===== src/rtl/uart_alu_pkg.sv =====
// rtl/uart_alu_pkg.sv - shared widths, ALU opcodes and sequencer state encoding
package uart_alu_pkg;

    localparam int DEF_NB_DATA = 8;
    localparam int DEF_NB_OP   = 6;

    localparam logic [DEF_NB_OP-1:0] OP_ADD = 6'b100000;
    localparam logic [DEF_NB_OP-1:0] OP_SUB = 6'b100010;
    localparam logic [DEF_NB_OP-1:0] OP_AND = 6'b100100;
    localparam logic [DEF_NB_OP-1:0] OP_OR  = 6'b100101;
    localparam logic [DEF_NB_OP-1:0] OP_XOR = 6'b100110;
    localparam logic [DEF_NB_OP-1:0] OP_NOR = 6'b100111;
    localparam logic [DEF_NB_OP-1:0] OP_SRA = 6'b000011;
    localparam logic [DEF_NB_OP-1:0] OP_SRL = 6'b000010;

    typedef enum logic [2:0] {
        ST_WAIT_A  = 3'd0,
        ST_WAIT_B  = 3'd1,
        ST_WAIT_OP = 3'd2,
        ST_EXEC    = 3'd3,
        ST_SEND    = 3'd4,
        ST_WAIT_TX = 3'd5
    } state_t;

endpackage


===== src/rtl/uart_alu_ctrl.sv =====
// rtl/uart_alu_ctrl.sv - UART-to-ALU frame sequencer; inter-byte timeout enabled by UART_ALU_TIMEOUT_EN
module uart_alu_ctrl
    import uart_alu_pkg::*;
#(
    parameter int NB_DATA = DEF_NB_DATA,
    parameter int NB_OP   = DEF_NB_OP
`ifdef UART_ALU_TIMEOUT_EN
    ,
    parameter int TIMEOUT_CYCLES = 1000000
`endif
) (
    input  logic               clk,
    input  logic               i_reset,
    input  logic               i_rx_done,
    input  logic [NB_DATA-1:0] i_rx_data,
    input  logic [NB_DATA-1:0] i_alu_result,
    input  logic               i_tx_done,
    output logic [NB_DATA-1:0] o_alu_a,
    output logic [NB_DATA-1:0] o_alu_b,
    output logic [NB_OP-1:0]   o_alu_op,
    output logic [NB_DATA-1:0] o_tx_data,
    output logic               o_tx_start,
    output logic               o_busy,
    output logic               o_err
);

    state_t state;
    logic   timeout_hit;

    function automatic logic op_valid(input logic [NB_OP-1:0] op);
        case (op)
            OP_ADD, OP_SUB, OP_AND, OP_OR,
            OP_XOR, OP_NOR, OP_SRA, OP_SRL: op_valid = 1'b1;
            default:                        op_valid = 1'b0;
        endcase
    endfunction

`ifdef UART_ALU_TIMEOUT_EN
    localparam int CNT_W = $clog2(TIMEOUT_CYCLES);

    logic [CNT_W-1:0] cnt;
    logic             in_frame;

    assign in_frame    = (state == ST_WAIT_B) || (state == ST_WAIT_OP);
    assign timeout_hit = in_frame && (cnt == CNT_W'(TIMEOUT_CYCLES - 1));

    // Inter-byte idle counter: restarts on every byte and whenever a partial frame is not pending
    always_ff @(posedge clk) begin
        if (i_reset || i_rx_done || !in_frame) begin
            cnt <= '0;
        end else begin
            cnt <= cnt + CNT_W'(1);
        end
    end
`else
    assign timeout_hit = 1'b0;
`endif

    assign o_busy = (state == ST_EXEC) || (state == ST_SEND) || (state == ST_WAIT_TX);

    // Frame sequencer: collect A, B, opcode, run the ALU, hand the result to TX, await completion
    always_ff @(posedge clk) begin
        if (i_reset) begin
            state      <= ST_WAIT_A;
            o_alu_a    <= '0;
            o_alu_b    <= '0;
            o_alu_op   <= '0;
            o_tx_data  <= '0;
            o_tx_start <= 1'b0;
            o_err      <= 1'b0;
        end else begin
            o_tx_start <= 1'b0;
            o_err      <= 1'b0;
            case (state)
                ST_WAIT_A: begin
                    if (i_rx_done) begin
                        o_alu_a <= i_rx_data;
                        state   <= ST_WAIT_B;
                    end
                end
                ST_WAIT_B: begin
                    if (i_rx_done) begin
                        o_alu_b <= i_rx_data;
                        state   <= ST_WAIT_OP;
                    end else if (timeout_hit) begin
                        o_err <= 1'b1;
                        state <= ST_WAIT_A;
                    end
                end
                ST_WAIT_OP: begin
                    if (i_rx_done) begin
                        o_alu_op <= i_rx_data[NB_OP-1:0];
                        if (op_valid(i_rx_data[NB_OP-1:0])) begin
                            state <= ST_EXEC;
                        end else begin
                            o_err <= 1'b1;
                            state <= ST_WAIT_A;
                        end
                    end else if (timeout_hit) begin
                        o_err <= 1'b1;
                        state <= ST_WAIT_A;
                    end
                end
                ST_EXEC: begin
                    o_tx_data  <= i_alu_result;
                    o_tx_start <= 1'b1;
                    o_err      <= i_rx_done;
                    state      <= ST_SEND;
                end
                ST_SEND: begin
                    o_err <= i_rx_done;
                    state <= ST_WAIT_TX;
                end
                ST_WAIT_TX: begin
                    o_err <= i_rx_done;
                    if (i_tx_done) begin
                        state <= ST_WAIT_A;
                    end
                end
                default: state <= ST_WAIT_A;
            endcase
        end
    end

endmodule


===== config.mk =====
export PLATFORM = sky130hd
export DESIGN_NAME = uart_alu_ctrl
export DESIGN_NICKNAME = d
export VERILOG_FILES = /design/src/rtl/uart_alu_pkg.sv /design/src/rtl/uart_alu_ctrl.sv
export SDC_FILE = /design/constraint.sdc
export NUM_CORES = 1
export LEC_CHECK = 0
export ABC_AREA = 0
export CORE_MARGIN = 4
export CORE_UTILIZATION = 40
export CTS_BUF_LIST = sky130_fd_sc_hd__clkbuf_8
export CTS_CLUSTER_SIZE = 20
export DETAILED_ROUTE_END_ITERATION = 10
export PLACE_DENSITY = 0.77
export SETUP_SLACK_MARGIN = 0.1
export SLEW_MARGIN = 30
export SYNTH_ARGS = -nofsm -noshare
export SYNTH_HDL_FRONTEND = slang
export SYNTH_SLANG_ARGS = --single-unit

===== constraint.sdc =====
create_clock -name clk -period 1.6 [get_ports clk]
set_clock_uncertainty 0.15 [all_clocks]
set_input_delay 0.16 -clock clk [delete_from_list [all_inputs] [get_ports clk]]
set_output_delay 0.16 -clock clk [all_outputs]
set_load 0.05 [all_outputs]

* Yosys cells after proc, flatten, opt, wreduce, memory -nomap -nowiden
Cells that the tools add are included.
Word-level totals: bits in registers 35, latch bits 0, bits in writable memories 0, memory bits (read-only) 0, input port bits 20, memories kept 0
Cells by class: $add $sub $neg 0, multiply operators 0, div/mod/pow operators 0, order comparisons 0, equal/unequal tests 17, shifts and indexed selects 0, muxes and demuxes 14, bitwise operators 0, reductions and logical operators 9
Operators with widths (count):
- 6-bit == test (second input constant) | 6
- 3-bit case mux with 6 select lines | 1
- 6-bit by 2-bit == test with 1-bit output (second input constant) | 2
- 3-bit 2-to-1 mux | 4
- 2-bit inequality test (second input constant) | 4
- 8-bit OR reduction | 1
- 1-bit 2-to-1 mux | 7
- 3-bit by 2-bit == test with 1-bit output (second input constant) | 2
- 3-bit == test (second input constant) | 2
- 2-bit AND reduction | 3
- 4-bit AND reduction | 1
- 3-bit by 1-bit == test with 1-bit output (second input constant) | 1
- 3-bit logical NOT | 1
- 3-bit OR reduction | 1
- 1-bit logical OR | 2
- 2-bit 2-to-1 mux | 1
- 1-bit case mux with 2 select lines | 1

* Logic depth before layout (Yosys ltp)
depth in word-level cells 9, mapped depth 6, mapped depth without buffers 4

* Worst setup path after synthesis
OpenSTA, ideal clock, no wires.
path kind register -> output, start register state[2], end output o_busy, arrival time 1.195 ns, required time 1.290 ns, path slack 0.095 ns, stages on the path, launching flop included 5, buffers on the path 2, cells stage by stage dfxtp_1 > clkbuf_2 > nand3b_1 > buf_2 > nand2_1
On the way: longest elaborated chain between the ends 3
RTL lines:
- from (decl) | RTL line uart_alu_ctrl.sv:27 | state_t state;
- from (signal assigned) | RTL line uart_alu_ctrl.sv:64 | state <= ST_WAIT_A;
- from (signal assigned) | RTL line uart_alu_ctrl.sv:78 | state <= ST_WAIT_B;
- from (signal assigned) | RTL line uart_alu_ctrl.sv:84 | state <= ST_WAIT_OP;
- 3-bit by 2-bit == test with 1-bit output or 3-bit == test (tied branches) | RTL line uart_alu_ctrl.sv:59 | assign o_busy = (state == ST_EXEC) || (state == ST_SEND) || (state == ST_WAIT_TX);
- 1-bit logical OR | RTL line uart_alu_ctrl.sv:59
- 1-bit logical OR * | RTL line uart_alu_ctrl.sv:59
- to (decl) | RTL line uart_alu_ctrl.sv:23 | output logic o_busy,
Every way passes the cells marked *; elsewhere a longest branch is shown, timed or not.

* Final worst setup path
start register state[0], end register state[1]
On the way: longest elaborated chain between the ends 3
RTL lines:
- 3-bit == test (tied with other cells) | RTL line uart_alu_ctrl.sv:74 | case (state)
- 2-bit inequality test (no line)
- 4-bit AND reduction (no line)
Parallel ways exist; a longest one is shown, timed or not. A chain may end at the register's enable or synchronous reset.

==> flow_metrics.env <==
export IMPL_status="complete, no violations"
export IMPL_cp_max_fo=8
export IMPL_first_pass_iters=4
export IMPL_yosys_cell_types_count=27
export IMPL_setup_violations=0
export IMPL_p_switching_w=0.0006054
export IMPL_globalRouteOverflowTotal=0
export IMPL_synth_warnings=0
export IMPL_cts_sink_count=35
export IMPL_rsz0062_at_grt="no"
export IMPL_grtUsageTotal_pct=16.32
export IMPL_power_density_nw_per_um2=967.3
export IMPL_clockBufferDepth=2
export IMPL_netlist_area_um2=1364
export IMPL_antenna_found_initial=0
export IMPL_slowest_stage="or4_4"
export IMPL_num_fill_cells=272
export IMPL_syn_num_nets=163
export IMPL_drcViolationCount=0
export IMPL_worstSetupPathType="reg2reg"
export IMPL_yosysSeqAreaShare_pct=51.38
export IMPL_coreArea_um2=3153
export IMPL_synth_top_area_share_pct=51.38
export IMPL_cap_violations=0
export IMPL_multiInputGateArea_um2=623.1
export IMPL_worst_slew_pin_slew_ps=272.8
export IMPL_grt_pass1_vias=1185
export IMPL_synth_area_top_cells="dfxtp_1 (51%), mux2i_1 (16%), nor2_1 (7.4%)"
export IMPL_cp_top_family="simple AND/OR/NAND/NOR gates"
export IMPL_clkLatencyLatePin_ps=290
export IMPL_ios=53
export IMPL_cp_start_kind="register"
export IMPL_netlist_instances=143
export IMPL_p_total_w=0.002018
export IMPL_min_path_type="in2reg"
export IMPL_ir_worst_vdd_uv=725.4
export IMPL_final_net_count=229
export IMPL_seqPwrFrac_pct=47.2
export IMPL_final_cell_mix="buf_4 (46), dfxtp_1 (32), nor2_1 (26)"
export IMPL_dp_hpwl_um=2582
export IMPL_slew_violations=0
export IMPL_postRouteWirelength_um=3372
export IMPL_syn_avg_cell_area_um2=9.537
export IMPL_path_buf_inv=0
export IMPL_clock_root_buffer="clkbuf_8"
export IMPL_required_ps=1660
export IMPL_p_leak_nw=0.9424
export IMPL_crit_chain="nand2b_4 > or4_4 > a211oi_2"
export IMPL_via_per_inst=4.815
export IMPL_die_y_um=66.39
export IMPL_drt_iter0_drc=77
export IMPL_initial_core_util_pct=43.25
export IMPL_port_buffers=52
export IMPL_switching_share_pct=30.00
export IMPL_fin_util_pct=66.15
export IMPL_comb_power_share_pct=23.0
export IMPL_grt_max_degree=16
export IMPL_htree_levels=2
export IMPL_place_congestion=0.8709
export IMPL_post_route_min_period_ps=1444
export IMPL_slew_limit_headroom_pct=81.57
export IMPL_ys_ff_latch=35
export IMPL_die_w_um=66.39
export IMPL_clock_power_share_pct=29.9
export IMPL_slowest_delay_ps=470
export IMPL_std_cell_rows=20
export IMPL_cts_reportedPaths_clkPinSlew_ps=70
export IMPL_grt_pass1_wl_um=5278
export IMPL_final_common_cell="buf_4"
export IMPL_arrival_ps=1500
export IMPL_min_period_over_period_pct=90.28
export IMPL_syn_to_final_growth_pct=52.94
export IMPL_diodes=0
export IMPL_tritoncts="built"
export IMPL_cts_hold_fix_buffers=0
export IMPL_drive_above_1_share_pct=32.86
export IMPL_fmax_ghz=0.6923
export IMPL_die_area_um2=4408
export IMPL_synth_top_cell_by_area="dfxtp_1"
export IMPL_wl_per_cell_um=13.28
export IMPL_num_vias=1223
export IMPL_ant_nets=0
export IMPL_finalHoldViolCount=0
export IMPL_p_int_w=0.001412
export IMPL_seqCellArea_um2=709.4
export IMPL_cp_end_kind="register"
export IMPL_fin_hold_ws_ps=163.1
export IMPL_cts_made_buffers=5
-- worst min-delay path: cells and delay by family --
family                 cells  cell delay [ps]
and+or+nand+nor            1               70
buffers and inverters      1              270
AOI/OAI and AO/OA          1               50
-- cells in the mapped netlist --
| master | n |
|---|---|
| dfxtp_1 | 35 |
| nor2_1 | 27 |
| mux2i_1 | 22 |
| nand2_1 | 18 |
| a21oi_1 | 11 |
| clkbuf_1 | 4 |
| buf_2 | 3 |
| nand2b_1 | 3 |
| nor2b_1 | 2 |
| a211oi_2 | 1 |
| a21o_1 | 1 |
| a22oi_1 | 1 |
| and2_1 | 1 |
| and3_1 | 1 |
| and3b_1 | 1 |
| buf_4 | 1 |
| buf_6 | 1 |
| clkbuf_2 | 1 |
| nand2b_4 | 1 |
| nand3_1 | 1 |
| nand3b_1 | 1 |
| o211ai_1 | 1 |
| o41ai_1 | 1 |
| o41ai_2 | 1 |
| or3_1 | 1 |
| or4_4 | 1 |
| xor2_1 | 1 |
-- final cells by class --
cell class                 count  share of cell area, %
multi-input combinational     98                  29.87
tap                           44                  2.639
clock buffer                   5                  3.299
sequential                    35                  34.01
timing repair buffer          69                  29.45
clock inverter                 3                 0.7199
-- logic make-up (layout without fill, tap and decap cells) --
group / count (synthesis) / after routing / share of synthesized area (%)
and+or+nand+nor: 58 / 58 / 19.45
DFF: 35 / 35 / 51.38
muxes: 22 / 22 / 16.15
AOI/OAI and AO/OA: 17 / 17 / 8.441
buffers and inverters: 10 / 77 / 3.944
xor gates and xnor gates: 1 / 1 / 0.6423
-- sequential cells by signal, indices dropped and copies added, names as in the netlist --
register	cells
o_alu_a	8
o_alu_b	8
o_alu_op	6
o_err	1
o_tx_data	8
o_tx_start	1
state	3
-- metrics by stage --
| stage | setup slack [ps] | area, um2 | std cells | TNS (ps) |
|---|---|---|---|---|
| floorplan | 161.3 | 1366 | 143 | 0 |
| global placement | -175.4 | 1961 | 243 | -1161 |
| detailed placement | -200.6 | 1961 | 243 | -1306 |
| CTS | 140.6 | 2054 | 252 | 0 |
| global route | 105.6 | 2086 | 254 | 0 |
| finish | 155.5 | 2086 | 254 | 0 |
-- per-layer routing --
layer  routed length [um]  vias to the layer above  global-route usage (%)
met5                    0                        -                       0
met4                   55                        0                   6.091
met3                  157                        4                   5.782
met2                 1765                       32                   29.62
met1                 1393                      579                   17.03
li1                     -                      608                       -
-- path summary, 6_finish.rpt --
kind / slack (ps) / start / cells after the start / to
setup / recovery: 160 / state[0] / 3 / state[1]
hold / removal: 160 / i_rx_data[2] / 3 / o_alu_a[2]
setup reg to reg: 160 / state[0] / 3 / state[1]
hold reg to reg: 310 / o_alu_a[7] / 2 / o_alu_a[7]
-- power by group through the flow --
stage / Sequential, W / Combinational, W / Clock (W)
after floorplan: 0.00108 / 0.000158 / 0
after global placement: 0.000967 / 0.000441 / 0
after detailed placement: 0.000970 / 0.000447 / 0
after CTS: 0.000953 / 0.000450 / 0.000619
after global routing: 0.000958 / 0.000489 / 0.000665
final: 0.000952 / 0.000463 / 0.000602
-- repair_timing --
action                                  4_1_cts  5_1_grt
buffers inserted                              1        2
resized for setup                             4        5
hold endpoints to repair                      0        0
pin swaps                                     1        1
endpoints found under the setup margin        2        9
(Power assumes the default switching activity.)
